<file path="src/rtl/class_merge.sv">
// class_merge: merges two classed word streams through per-class FIFOs
// into one registered output using round-robin arbitration.
//   clk, reset            : clock, asynchronous active-high reset
//   push_0/in0, push_1/in1: per-class write request and data
//   almost_full           : downstream backpressure, 1 = do not send
//   out/out_class/valid_out: registered merged word, its class and valid
//   fifo_empty0/1, fifo_full0/1: per-class FIFO status
//   Error                 : sticky overflow flag (push dropped on full FIFO)
module class_merge #(
    parameter int DATA_SIZE  = 10,
    parameter int MAIN_SIZE  = 8,
    parameter int FIFO_DEPTH = 4
) (
    input  logic                 clk,
    input  logic                 reset,
    input  logic                 push_0,
    input  logic                 push_1,
    input  logic [DATA_SIZE-1:0] in0,
    input  logic [DATA_SIZE-1:0] in1,
    input  logic                 almost_full,
    output logic [DATA_SIZE-1:0] out,
    output logic                 valid_out,
    output logic                 out_class,
    output logic                 fifo_empty0,
    output logic                 fifo_empty1,
    output logic                 fifo_full0,
    output logic                 fifo_full1,
    output logic                 Error
);
    localparam int PW = $clog2(FIFO_DEPTH);
    typedef enum logic [1:0] {IDLE, GRANT0, GRANT1} state_t;
    state_t state, next_state;
    logic [1:0] push, pop, empty, full, ovf;
    logic [DATA_SIZE-1:0] din [2];
    logic [DATA_SIZE-1:0] head [2];
    logic [DATA_SIZE-1:0] sel;
    assign push = {push_1, push_0};
    assign din[0] = in0;
    assign din[1] = in1;
    assign fifo_empty0 = empty[0];
    assign fifo_empty1 = empty[1];
    assign fifo_full0 = full[0];
    assign fifo_full1 = full[1];
    for (genvar c = 0; c < 2; c++) begin : g_fifo
        logic [DATA_SIZE-1:0] mem [FIFO_DEPTH];
        logic [PW-1:0] wr_ptr, rd_ptr;
        logic [PW:0] count;
        logic wr;
        assign empty[c] = count == '0;
        assign full[c] = count == (PW+1)'(FIFO_DEPTH);
        // A full FIFO still accepts a push when the head leaves on the same edge.
        assign wr = push[c] && (!full[c] || pop[c]);
        assign ovf[c] = push[c] && full[c] && !pop[c];
        assign head[c] = mem[rd_ptr];
        always_ff @(posedge clk)
            if (wr) mem[wr_ptr] <= din[c];
        always_ff @(posedge clk or posedge reset)
            if (reset) begin
                wr_ptr <= '0;
                rd_ptr <= '0;
                count <= '0;
            end else begin
                if (wr) wr_ptr <= wr_ptr + 1'b1;
                if (pop[c]) rd_ptr <= rd_ptr + 1'b1;
                count <= count + (PW+1)'(wr) - (PW+1)'(pop[c]);
            end
    end
    // Arbitration looks only at pre-edge counts, so a word pushed this
    // cycle cannot be popped until the next one.
    always_comb begin
        pop = 2'b00;
        next_state = state;
        if (!almost_full) begin
            if (!empty[0] && (empty[1] || state != GRANT0)) pop = 2'b01;
            else if (!empty[1]) pop = 2'b10;
            next_state = pop[0] ? GRANT0 : pop[1] ? GRANT1 : state;
        end
    end
    assign sel = pop[1] ? head[1] : head[0];
    always_ff @(posedge clk or posedge reset)
        if (reset) begin
            state <= IDLE;
            out <= '0;
            out_class <= 1'b0;
            valid_out <= 1'b0;
            Error <= 1'b0;
        end else begin
            state <= next_state;
            valid_out <= |pop;
            Error <= Error | (|ovf);
            if (|pop) begin
                out <= {sel[DATA_SIZE-1:MAIN_SIZE], sel[MAIN_SIZE-1:0]};
                out_class <= pop[1];
            end
        end
endmodule

</file>
<file path="config.mk">
export PLATFORM = sky130hd
export DESIGN_NAME = class_merge
export DESIGN_NICKNAME = d
export VERILOG_FILES = /design/src/rtl/class_merge.sv
export SDC_FILE = /design/constraint.sdc
export NUM_CORES = 1
export LEC_CHECK = 0
export BUFFER_PORTS_ARGS = -buffer_cell sky130_fd_sc_hd__buf_2
export CORE_UTILIZATION = 40
export DETAILED_ROUTE_END_ITERATION = 6
export REMOVE_ABC_BUFFERS = 1
export SYNTH_ARGS = -nofsm -noshare
export SYNTH_HDL_FRONTEND = slang
export SYNTH_SLANG_ARGS = --single-unit
</file>
<file path="constraint.sdc">
create_clock -name clk -period 3.1 [get_ports clk]
set_input_delay 0.31 -clock clk [delete_from_list [all_inputs] [get_ports clk]]
set_output_delay 0.31 -clock clk [all_outputs]
set_load 0.01 [all_outputs]
</file>
==> impl_results.md <==
* Rel. slew slack at 0.3241
* Post-Syn Area at 0.004379 mm2
* Final core area utilization at 0.4706
* Pre-CTS WS at about 0.57 ns
* Pwr per Cell Area at between 900 and 1000 mW/mm2
* Critical path type: register to register
* Hold violation count in the final report at 7
* Hold_ws at -0.006321 ns
* Worst-path maximum fanout at 7
* Initial Util at 0.4186
* DRC violations left at 0
* DPL Wire Length at slightly below 5000 um
* Static Leak at around 1.8 nW
* Share of cells above drive strength 1 at 0.3240
* Synthesis Warnings at 0
* RSZ-0062 raised after global routing: false
* Failing checks: negative hold slack
* Clk_lat worst skew at between 0.3 and 0.4 ns
* Synth unique cells at 33
* Clock Power Share at 0.189
* Die H at 106.6 um
* Combinational Power Share at 0.298
* Register share of total power at 0.513
* Die width at approximately 110 um
* Setup bufs post-CTS at 0
* Die area at between 0.01 and 0.015 mm2
* Largest net degree at the start of global routing at 30
* Seq cells post-synth at roughly 110
* Hold crit path type: input port to async pin
* Layout Area Growth over Synthesis at 12.43%
* Placer Congestion at a little over 0.7
* Post-synthesis cell count at between 200 and 250
* IO Port Bufs at 41
* DR iter-0 viols at 146
* Global-route wire length before repair at ~12000 um
* Tcrit/Tclk final at 0.8129
* Area after DPL at roughly 0.0047 mm2
* Htree depth at 3
* Worst setup margin at 0.5801 ns
* Number of global-route vias before repair at approximately 2200
* Arrival time worst endpoint at 2.82 ns
* Drt total wl at roughly 7300 um
* Critical path launch point type: register
* Core ar. at 0.01046 mm2
* GR Overflow Total at 0
* GRT Util Overall at 0.1442
* Seq/Total Area, Yosys at 0.7143
* Post-CTS resize count at 0
* Final non-filler cell total at around 420
* Cell area after layout at ~0.0049 mm2
* CTS sink cnt at 109
* Slew @ Worst Pin at 1.014 ns
* Crit path time final at about 2.5 ns
* CTS root buf: clkbuf_8
* Final Net Count at about 320
* Setup_tns at 0 ns
* Peak VDD IR at ~340 uV
* CTS buffer count at 9
* Site Rows at 37
* Nature of the critical path endpoint: register
* Switching fraction of total power at 0.3301
* Max Slew Vio Count at 0
* DR vias at 2081
* Number of max-cap violations at 0
* I/O Pins at 42
* Syn_area_per_cell at 18.56 um2
* Maximum clock rate at 0.3968 GHz
* P_sw at 1.477 mW
* Initial antenna violation count at 0
* Post-Route Skew at 0.009273 ns
* DR vias/cell at 4.920
* DP Cell Count at between 400 and 500
* Worst-path clk slew at 0.11 ns
* CTS tree: yes
* P_int at around 3 mW
* Antenna diodes at 0
* Avg WL per Cell at between 15 and 20 um
* CP required at roughly 3.4 ns
* Clk buf depth at 2
* Final setup viols at 0
* Router iterations before antenna repair at 6
* Hold Buf Count CTS at 0
* Status: complete, but fails checks
* Post-DRT Antenna Nets at 0
area by class of cell:
type | instances | area (um2)
tap | 136 | 170.2
fill | 908 | 5539
timing repair buffer | 43 | 220.2
sequential | 109 | 3128
inverter | 12 | 45.04
multi-input combinational | 107 | 1166
clock inverter | 7 | 70.07
clock buffer | 9 | 123.9
power by group through the flow:
stage / sequential (mW) / clock, mW / combinational (mW)
5_1_grt: 2.37 / 0.927 / 1.48
3_5_place_dp: 2.35 / 0 / 1.36
2_1_floorplan: 2.28 / 0 / 0.946
6_report: 2.30 / 0.844 / 1.33
3_3_place_gp: 2.34 / 0 / 1.35
4_1_cts: 2.31 / 0.862 / 1.37
registers in the layout, indices dropped and copies added, names as in the netlist:
signal         flops
g_fifo.mem        80
g_fifo.wr_ptr      4
out               10
valid_out          1
Error              1
state              2
out_class          1
g_fifo.rd_ptr      4
g_fifo.count       6
synthesized netlist by cell type (all sizes together):
cell / instances / area, um2
a21boi: 1 / 18.77
mux4: 20 / 450.4
mux2i: 10 / 100.1
clkbuf: 4 / 15.01
nor2b: 1 / 6.260
nor3b: 2 / 15.01
ha: 10 / 125.1
nor2: 14 / 52.55
and2: 8 / 55.05
o21ai: 2 / 10.01
buf: 4 / 28.78
fa: 2 / 40.04
or3: 1 / 11.26
a211oi: 1 / 7.510
mux2: 2 / 30.03
xor2: 2 / 17.52
o211a: 1 / 10.01
a21oi: 11 / 55.05
o21a: 1 / 15.01
xnor2: 8 / 70.07
a21o: 3 / 23.77
dfrtp: 29 / 725.7
nand2: 3 / 11.26
a311o: 1 / 11.26
a211o: 1 / 10.01
inv: 12 / 45.04
nand2b: 1 / 6.260
edfxtp: 80 / 2402
nor3: 1 / 10.01
stage by stage:
stage | power (mW) | hold slack, ns
after floorplan | 3.229 | 0.3881
after global placement | 3.681 | 0.4073
after detailed placement | 3.706 | 0.4089
after CTS | 4.543 | 0.003424
after global routing | 4.781 | 0.01080
final | 4.475 | -0.006321
worst max-delay path, cell delays in order, from the launching register on:
cell	delay, ns
dfrtp_1	0.42
or3_4	0.41
a211o_2	0.36
a21boi_4	0.24
a21o_2	0.16
ha_1	0.12
inv_1	0.04
fa_1	0.37
xnor2_1	0.18
xnor2_1	0.14
cell families after synthesis:
group / after synthesis / synth area share
flops: 109 / 0.7143
xor+xnor: 10 / 0.02000
compound gates: 22 / 0.03686
fa+ha+maj: 12 / 0.03771
simple gates: 31 / 0.03829
mux: 32 / 0.1326
buf+inv: 20 / 0.02028
cells in the final DEF (no fill, tap or decap), drive strengths merged, types with 2 or more instances in the layout:
| cell type | count |
|---|---|
| o21ai | 2 |
| dfrtp | 29 |
| xor2 | 2 |
| and2 | 8 |
| fa | 2 |
| buf | 43 |
| nand2 | 3 |
| mux4 | 20 |
| nor3b | 2 |
| clkbuf | 9 |
| inv | 18 |
| edfxtp | 80 |
| ha | 10 |
| nor2 | 14 |
| mux2 | 2 |
| a21oi | 11 |
| mux2i | 10 |
| a21o | 3 |
| xnor2 | 8 |
final timing paths:
kind / from / end / slack (ns) / cells past startpoint
hold reg to reg: state[0] / state[0] / 0.48 / 1
setup / recovery: g_fifo[1].count[2] / g_fifo[0].count[2] / 0.58 / 9
setup reg to reg: g_fifo[1].count[2] / g_fifo[0].count[2] / 0.58 / 9
min in group clk: in1[5] / g_fifo[1].mem[0][5] / 0.15 / 1
max in group asynchronous: reset / g_fifo[1].rd_ptr[1] / 2.81 / 3
hold / removal: reset / Error / -0.006 / 3
metal layers:
metal	wire length [um]	vias up	global-route usage	share of wire
li1	-	979	-	-
met1	3460	1051	0.2027	0.48
met2	3435	42	0.2253	0.47
met3	246	9	0.03404	0.034
met4	123	0	0.04110	0.017
met5	0	-	0	0
Note: power is estimated with default switching activity, not from simulation.
